**src/rtl/alu_sequencer_if.sv**
```systemverilog
// Command, ALU and response signals of the ALU sequencer.
// master = front-end/ALU/consumer side, slave = the sequencer.
interface alu_sequencer_if #(
  parameter int N = 8
);
  logic         cmd_valid_i;
  logic         cmd_ready_o;
  logic [3:0]   cmd_op_i;
  logic [N-1:0] cmd_a_i;
  logic [N-1:0] cmd_b_i;
  logic         cmd_use_acc_i;
  logic [N-1:0] alu_a_o;
  logic [N-1:0] alu_b_o;
  logic [3:0]   alu_ctrl_o;
  logic [N-1:0] alu_result_i;
  logic [3:0]   alu_flags_i;
  logic         rsp_valid_o;
  logic         rsp_ready_i;
  logic [N-1:0] rsp_result_o;
  logic [3:0]   rsp_flags_o;
  logic         rsp_err_o;

  modport master (
    output cmd_valid_i, cmd_op_i, cmd_a_i, cmd_b_i, cmd_use_acc_i,
    output alu_result_i, alu_flags_i, rsp_ready_i,
    input  cmd_ready_o, alu_a_o, alu_b_o, alu_ctrl_o,
    input  rsp_valid_o, rsp_result_o, rsp_flags_o, rsp_err_o
  );

  modport slave (
    input  cmd_valid_i, cmd_op_i, cmd_a_i, cmd_b_i, cmd_use_acc_i,
    input  alu_result_i, alu_flags_i, rsp_ready_i,
    output cmd_ready_o, alu_a_o, alu_b_o, alu_ctrl_o,
    output rsp_valid_o, rsp_result_o, rsp_flags_o, rsp_err_o
  );
endinterface

```
**src/rtl/alu_sequencer.sv**
```systemverilog
// Drives an external ALU for SETTLE cycles per command, captures result/flags,
// and keeps a running accumulator usable as operand A of the next command.
module alu_sequencer #(
  parameter int N      = 8,
  parameter int SETTLE = 1
) (
  input  logic           clk,
  input  logic           rst,
  alu_sequencer_if.slave bus
);
  localparam logic [1:0] ST_IDLE  = 2'd0;
  localparam logic [1:0] ST_DRIVE = 2'd1;
  localparam logic [1:0] ST_RESP  = 2'd2;
  localparam logic [3:0] SETTLE_CNT = 4'(SETTLE);

  logic [1:0]   state_reg, state_next;
  logic [3:0]   cnt_reg;
  logic [N-1:0] alu_a_reg, alu_b_reg, acc_reg, rsp_result_reg;
  logic [3:0]   alu_ctrl_reg, rsp_flags_reg;
  logic         rsp_err_reg;
  logic         op_legal, accept, capture;

  assign op_legal = (bus.cmd_op_i <= 4'd9);
  assign accept   = (state_reg == ST_IDLE) && bus.cmd_valid_i;
  // Capture on the last settle cycle so the response appears SETTLE+1 after accept.
  assign capture  = (state_reg == ST_DRIVE) && (cnt_reg == 4'd1);

  always_comb begin
    state_next = state_reg;
    case (state_reg)
      ST_IDLE:  if (accept) state_next = op_legal ? ST_DRIVE : ST_RESP;
      ST_DRIVE: if (capture) state_next = ST_RESP;
      ST_RESP:  if (bus.rsp_ready_i) state_next = ST_IDLE;
      default:  state_next = ST_IDLE;
    endcase
  end

  always_ff @(posedge clk) begin
    if (rst) begin
      state_reg      <= ST_IDLE;
      cnt_reg        <= '0;
      alu_a_reg      <= '0;
      alu_b_reg      <= '0;
      alu_ctrl_reg   <= '0;
      acc_reg        <= '0;
      rsp_result_reg <= '0;
      rsp_flags_reg  <= '0;
      rsp_err_reg    <= 1'b0;
    end else begin
      state_reg <= state_next;
      if (accept && op_legal) begin
        alu_a_reg    <= bus.cmd_use_acc_i ? acc_reg : bus.cmd_a_i;
        alu_b_reg    <= bus.cmd_b_i;
        alu_ctrl_reg <= bus.cmd_op_i;
        cnt_reg      <= SETTLE_CNT;
      end else if (accept) begin
        // Illegal opcode: answer immediately with an error, ALU untouched.
        rsp_result_reg <= '0;
        rsp_flags_reg  <= '0;
        rsp_err_reg    <= 1'b1;
      end
      if (state_reg == ST_DRIVE) begin
        cnt_reg <= cnt_reg - 4'd1;
        if (capture) begin
          rsp_result_reg <= bus.alu_result_i;
          acc_reg        <= bus.alu_result_i;
          rsp_flags_reg  <= bus.alu_flags_i;
          rsp_err_reg    <= 1'b0;
        end
      end
    end
  end

  assign bus.cmd_ready_o  = (state_reg == ST_IDLE);
  assign bus.rsp_valid_o  = (state_reg == ST_RESP);
  assign bus.alu_a_o      = alu_a_reg;
  assign bus.alu_b_o      = alu_b_reg;
  assign bus.alu_ctrl_o   = alu_ctrl_reg;
  assign bus.rsp_result_o = rsp_result_reg;
  assign bus.rsp_flags_o  = rsp_flags_reg;
  assign bus.rsp_err_o    = rsp_err_reg;
endmodule

```
**src/flat_wrapper.sv**
```systemverilog
// flat-port wrapper written by rule: the top's interface ports become plain ports
module alu_sequencer_flat 
#(
  parameter int N      = 8,
  parameter int SETTLE = 1
)
  (clk, rst, bus_cmd_valid_i, bus_cmd_op_i, bus_cmd_a_i, bus_cmd_b_i, bus_cmd_use_acc_i, bus_alu_result_i, bus_alu_flags_i, bus_rsp_ready_i, bus_cmd_ready_o, bus_alu_a_o, bus_alu_b_o, bus_alu_ctrl_o, bus_rsp_valid_o, bus_rsp_result_o, bus_rsp_flags_o, bus_rsp_err_o);
  alu_sequencer_if #(.N(N)) bus_i ();
  input  logic clk;
  input  logic rst;
  input wire logic [$bits(bus_i.cmd_valid_i)-1:0] bus_cmd_valid_i;
  input wire logic [$bits(bus_i.cmd_op_i)-1:0] bus_cmd_op_i;
  input wire logic [$bits(bus_i.cmd_a_i)-1:0] bus_cmd_a_i;
  input wire logic [$bits(bus_i.cmd_b_i)-1:0] bus_cmd_b_i;
  input wire logic [$bits(bus_i.cmd_use_acc_i)-1:0] bus_cmd_use_acc_i;
  input wire logic [$bits(bus_i.alu_result_i)-1:0] bus_alu_result_i;
  input wire logic [$bits(bus_i.alu_flags_i)-1:0] bus_alu_flags_i;
  input wire logic [$bits(bus_i.rsp_ready_i)-1:0] bus_rsp_ready_i;
  output wire logic [$bits(bus_i.cmd_ready_o)-1:0] bus_cmd_ready_o;
  output wire logic [$bits(bus_i.alu_a_o)-1:0] bus_alu_a_o;
  output wire logic [$bits(bus_i.alu_b_o)-1:0] bus_alu_b_o;
  output wire logic [$bits(bus_i.alu_ctrl_o)-1:0] bus_alu_ctrl_o;
  output wire logic [$bits(bus_i.rsp_valid_o)-1:0] bus_rsp_valid_o;
  output wire logic [$bits(bus_i.rsp_result_o)-1:0] bus_rsp_result_o;
  output wire logic [$bits(bus_i.rsp_flags_o)-1:0] bus_rsp_flags_o;
  output wire logic [$bits(bus_i.rsp_err_o)-1:0] bus_rsp_err_o;
  assign bus_i.cmd_valid_i = bus_cmd_valid_i;
  assign bus_i.cmd_op_i = bus_cmd_op_i;
  assign bus_i.cmd_a_i = bus_cmd_a_i;
  assign bus_i.cmd_b_i = bus_cmd_b_i;
  assign bus_i.cmd_use_acc_i = bus_cmd_use_acc_i;
  assign bus_i.alu_result_i = bus_alu_result_i;
  assign bus_i.alu_flags_i = bus_alu_flags_i;
  assign bus_i.rsp_ready_i = bus_rsp_ready_i;
  assign bus_cmd_ready_o = bus_i.cmd_ready_o;
  assign bus_alu_a_o = bus_i.alu_a_o;
  assign bus_alu_b_o = bus_i.alu_b_o;
  assign bus_alu_ctrl_o = bus_i.alu_ctrl_o;
  assign bus_rsp_valid_o = bus_i.rsp_valid_o;
  assign bus_rsp_result_o = bus_i.rsp_result_o;
  assign bus_rsp_flags_o = bus_i.rsp_flags_o;
  assign bus_rsp_err_o = bus_i.rsp_err_o;
  alu_sequencer #(.N(N), .SETTLE(SETTLE)) u_core (.clk(clk), .rst(rst), .bus(bus_i));
endmodule
```
**config.mk**
```make
export PLATFORM = sky130hd
export DESIGN_NAME = alu_sequencer_flat
export DESIGN_NICKNAME = d
export VERILOG_FILES = /design/src/rtl/alu_sequencer_if.sv /design/src/rtl/alu_sequencer.sv /design/src/flat_wrapper.sv
export SDC_FILE = /design/constraint.sdc
export NUM_CORES = 1
export LEC_CHECK = 0
export BUFFER_PORTS_ARGS = -buffer_cell sky130_fd_sc_hd__buf_2
export CORE_ASPECT_RATIO = 1.1
export CORE_MARGIN = 2
export CORE_UTILIZATION = 49
export CTS_CLUSTER_SIZE = 20
export DETAILED_ROUTE_END_ITERATION = 16
export PLACE_DENSITY = 0.79
export SYNTH_ARGS = -nofsm -noshare
export SYNTH_HDL_FRONTEND = slang
export SYNTH_SLANG_ARGS = --single-unit
```
**constraint.sdc**
```tcl
create_clock -name clk -period 1.6 [get_ports clk]
set_input_delay 0.48 -clock clk [delete_from_list [all_inputs] [get_ports clk]]
set_output_delay 0.48 -clock clk [all_outputs]
set_load 0.01 [all_outputs]
```
# After elaboration in Yosys (flattened, before gate mapping)
# Cells that the tools add are included.
[op_classes]
n_reduce_logical = 7
eq_ne = 6
n_lt_le_gt_ge = 1
muxes = 20
add_sub_neg = 1
[ops]
columns = ["operator", "count"]
rows = [
  ["$mux 8", 5],
  ["$mux 4", 6],
  ["$mux 2", 4],
  ["$pmux 2 s3", 1],
  ["$eq 4x1->1 const B", 1],
  ["$le 4x4->1 const B", 1],
  ["$mux 1", 4],
  ["$ne 2x1->1 const B", 2],
  ["$sub 4x1->4 const B", 1],
  ["$logic_and 1x1->1", 3],
  ["$reduce_and 3->1", 1],
  ["$eq 2x1->1 const B", 1],
  ["$eq 2x2->1 const B", 1],
  ["$logic_not 2->1", 1],
  ["$ne 2x2->1 const B", 1],
  ["$reduce_and 2->1", 1],
  ["$reduce_bool 2->1", 1],
]
[word_totals]
reg_bits = 47
wordCells = 44

# Longest topological paths before layout
[depth]
depth_word = 6
ltp_mapped = 6

# Worst setup path before layout
# OpenSTA, ideal clock, no wires.
[synth_path]
path_kind = "register to register"
startpoint = "register u_core.cnt_reg[0]"
endpoint = "register u_core.state_reg[0]"
path_slack_ps = 121
synth_period_minus_slack_ps = 1479
setup_ps = 130
required_time_ps = 1470
t_arrival_ps = 1349
path_stages_with_launch = 6
cell_sequence = "dfxtp_1 > ha_1 > or3b_1 > buf_2 > a22oi_1 > nor3_1"
[synth_via]
elab_chain_cells = 4
[synth_rtl]
columns = ["item", "line_no", "rtl"]
rows = [
  ["from (decl)", "alu_sequencer.sv:17", "logic [3:0] cnt_reg;"],
  ["from (signal assigned)", "alu_sequencer.sv:63", "cnt_reg <= cnt_reg - 4'd1;"],
  ["$eq 4x1->1", "alu_sequencer.sv:26", "assign capture = (state_reg == ST_DRIVE) && (cnt_reg == 4'd1);"],
  ["$logic_and 1x1->1", "alu_sequencer.sv:26", ""],
  ["$ne 2x1->1 (no source line)", "--", ""],
  ["$reduce_and 3->1 (no source line)", "--", ""],
  ["to (signal assigned)", "alu_sequencer.sv:50", "state_reg <= state_next;"],
  ["to (decl)", "alu_sequencer.sv:16", "logic [1:0] state_reg, state_next;"],
]
# No other way between the ends.
# A chain may end at the register's enable or synchronous reset.

# Worst setup path in the final report
[layout_path]
startpoint = "register u_core.state_reg[1]"
endpoint = "output port bus_rsp_valid_o"
[layout_via]
elab_chain_cells = 1
[layout_rtl]
columns = ["item", "line_no", "rtl"]
rows = [
  ["$eq 2x2->1", "alu_sequencer.sv:75", "assign bus.rsp_valid_o = (state_reg == ST_RESP);"],
  ["to (decl)", "flat_wrapper.sv:23", "output wire logic [$bits(bus_i.rsp_valid_o)-1:0] bus_rsp_valid_o;"],
]
# No other way between the ends.

==> flow_metrics.tcl <==
set metrics [dict create \
    status "finished, final reports clean" \
    path_delay_family "flip-flops" \
    gp_congestion 0.776 \
    clk_pin_slew_ps 80 \
    critical_path_depth 3 \
    hp-class "primary input to flip-flop" \
    synth_ff_type "dfxtp_1" \
    coreArea_sq_mm 0.00396 \
    syn_avg_cell_area_sq_um 9.30 \
    path_buf_inv 2 \
    cts_buffers 5 \
    vias 1896 \
    first_pass_iters 4 \
    ios 72 \
    io_buffers 71 \
    drv_cap 0 \
    synth_compound_area_frac 0.260 \
    synthDistinctLibCells 40 \
    worst_slew_pin_slew_ps 647 \
    synth_seq_cells 47 \
    endpoint_kind "output port" \
    first_iter_violations 84 \
    fin_tns_setup_ps 0 \
    total_power_uw 2710 \
    grt_pass1_wl_um 7940 \
    worstPathArrival_ps 1060 \
    overflow 0 \
    p_leak_uw 0.00113 \
    max_slew_margin 0.568 \
    muxShareOfSynthArea 0.0395 \
    fin_nets 338 \
    setup.worst_path.end "bus_rsp_valid_o" \
    wire_per_inst_um 14.0 \
    drv_slew 0 \
    crit_path_cell_trace "buf_4 > nor2b_1 > buf_2" \
    cp-start-kind "flip-flop" \
    cp_max_fo 6 \
    synthXorXnorAreaFrac 0.00864 \
    r2r_start "u_core.cnt_reg[1]" \
    grt_pass1_vias 1797 \
    synthesis.area_sq_mm 0.00203 \
    rr_worst_depth 6 \
    htree_num_levels 2 \
    seq_area_frac_synth 0.464 \
    synthTopCellsByArea "dfxtp_1 46%, a21oi_1 8.9%, nand3_1 5.2%" \
    die_area_sq_mm 0.00467 \
    crit_slowest_cell "dfxtp_4" \
    fmax_mhz 648 \
    synth_top_family_by_area "compound AO/OA/AOI/OAI gates" \
    drt-vias-per-instance 5.40 \
    drtAntennaViolNets 0 \
    cp-startpoint "u_core.state_reg[1]" \
    ys.warnings.count 0 \
    rows 24 \
    place_hpwl_um 3530 \
    holdWs_ps 425 \
    yosys.area_share.adder 0.0123 \
    area_growth_pct 30.4 \
    initial_core_util 0.511 \
    cts_buffer_depth 2 \
    rrSetupSlack_ps 100 \
    period_minus_slack_ps 1540 \
    antenna_found_initial 0 \
    fin_ws_ps 57.3 \
    grt_use_total 0.218 \
    clkLatencyLatePin_ps 300 \
    synthesis.nets 257 \
    synth_most_common_cell "dfxtp_1" \
    synth-edff-count 0 \
    setup_viol 0 \
    finalInstanceArea_sq_mm 0.00264 \
    grt_setup_unrepaired "false" \
    cts_hold_buf 0 \
    cts_sinks 47 \
    synthArstFlopShare 0 \
    yosys.area.top_type "dfxtp_1" \
    crit_type "flip-flop to output port" \
    skew_ps 10.9 \
    grt_max_degree 33 \
    root_buffer "clkbuf_8" \
    placed_cell_area_sq_mm 0.00251 \
    wirelength_um 4930 \
    synth_cells 218 \
    drive_gt1_frac 0.371 \
    p_per_area_mw_per_mm2 1020 \
    period_share 0.964 \
    dieWidth_um 65.3 \
    r2r-end "u_core.state_reg[0]" \
    ir_worst_vdd_v 0.000548 \
    drc_errors 0 \
    tritoncts "built" \
    synth_top_area_share 0.464 \
    dp_slack_ps -117 \
    synth_simple_gate_area_frac 0.152 \
    cpPeakStageDelay_ps 360 \
    synth_common_cells "47 x dfxtp_1, 36 x a21oi_1, 21 x nand3_1" \
    num_antenna_cells 0 \
    dieHeight_um 71.5 \
    hold_viol 0 \
    crit_required_ps 1120 \
]
## worst min-delay path by stage
stage                        startpoint                        to  cells after the start
2_1_floorplan         u_core.acc_reg[0]         u_core.acc_reg[0]                      2
3_3_place_gp      u_core.bus.alu_b_o[4]     u_core.bus.alu_b_o[4]                      2
3_5_place_dp   u_core.bus.alu_ctrl_o[1]  u_core.bus.alu_ctrl_o[1]                      2
4_1_cts                  bus_cmd_b_i[3]     u_core.bus.alu_b_o[3]                      3
5_1_grt                  bus_cmd_b_i[3]     u_core.bus.alu_b_o[3]                      3
6_report                 bus_cmd_b_i[3]     u_core.bus.alu_b_o[3]                      3
## area by class of cell
type	count	area [sq um]
Clock buffer	6	72.6
Clock inverter	1	30.0
Fill cell	349	1320
Inverter	2	7.51
Multi-Input combinational cell	148	975
Sequential cell	47	945
Tap cell	52	65.1
Timing Repair Buffer	95	548
## cell usage in the layout, fill, tap and decap left out, drive strengths merged, types with 2 or more instances in the layout
cell    Yosys  final
nor2b       3      3
or3b        2      2
inv         2      2
nor3b       2      2
dfxtp      47     47
nand2b     10     10
a211oi      9      9
o22ai       9      9
clkbuf      8      6
nand3      21     21
o211ai      2      2
nor2        3      3
a21oi      36     36
o21ai      20     20
mux2i       8      8
buf        13     95
nor3        3      3
nand2       4      4
o221ai      4      4
ha          2      2
## worst register-to-register path: cells and delay by family (launching register included)
kind,cells,cell delay (ps)
buffers and inverters,2,260
AOI/OAI and AO/OA,1,190
adders and majority gates,1,150
DFF,1,330
and+or+nand+nor,2,470
## cells by family (layout without fill, tap and decap cells)
kind of cell / after synthesis / in the layout
compound gates: 86 / 86
simple gates: 50 / 50
flops: 47 / 47
buf+inv: 23 / 104
mux: 8 / 8
fa+ha+maj: 2 / 2
xor+xnor: 2 / 2
## per-layer routing
| metal | track usage | routed length [um] | part of all wire |
|---|---|---|---|
| met3 | 0.0377 | 186 | 0.038 |
| met1 | 0.277 | 2170 | 0.44 |
| met2 | 0.359 | 2480 | 0.50 |
| met5 | 0 | 0 | 0 |
| met4 | 0.104 | 88 | 0.018 |
## power breakdown
group | leakage [uW] | switching (uW) | internal [uW]
sequential | 0.000383 | 37.0 | 1240
clock | 0.0000513 | 369 | 458
combinational | 0.000700 | 331 | 272
## timing repair
item | in CTS | in global routing
gates resized for setup | 1 | 10
endpoints found under the setup margin | 1 | 19
setup buffers | 0 | 2
hold endpoints to repair | 0 | 0
## metrics by stage
stage,cells,util
2_1_floorplan,218,-
3_3_place_gp,342,0.632
3_5_place_dp,342,0.632
4_1_cts,349,0.658
5_1_grt,351,0.667
6_report,351,0.667
Power figures use the tool's default switching activity.
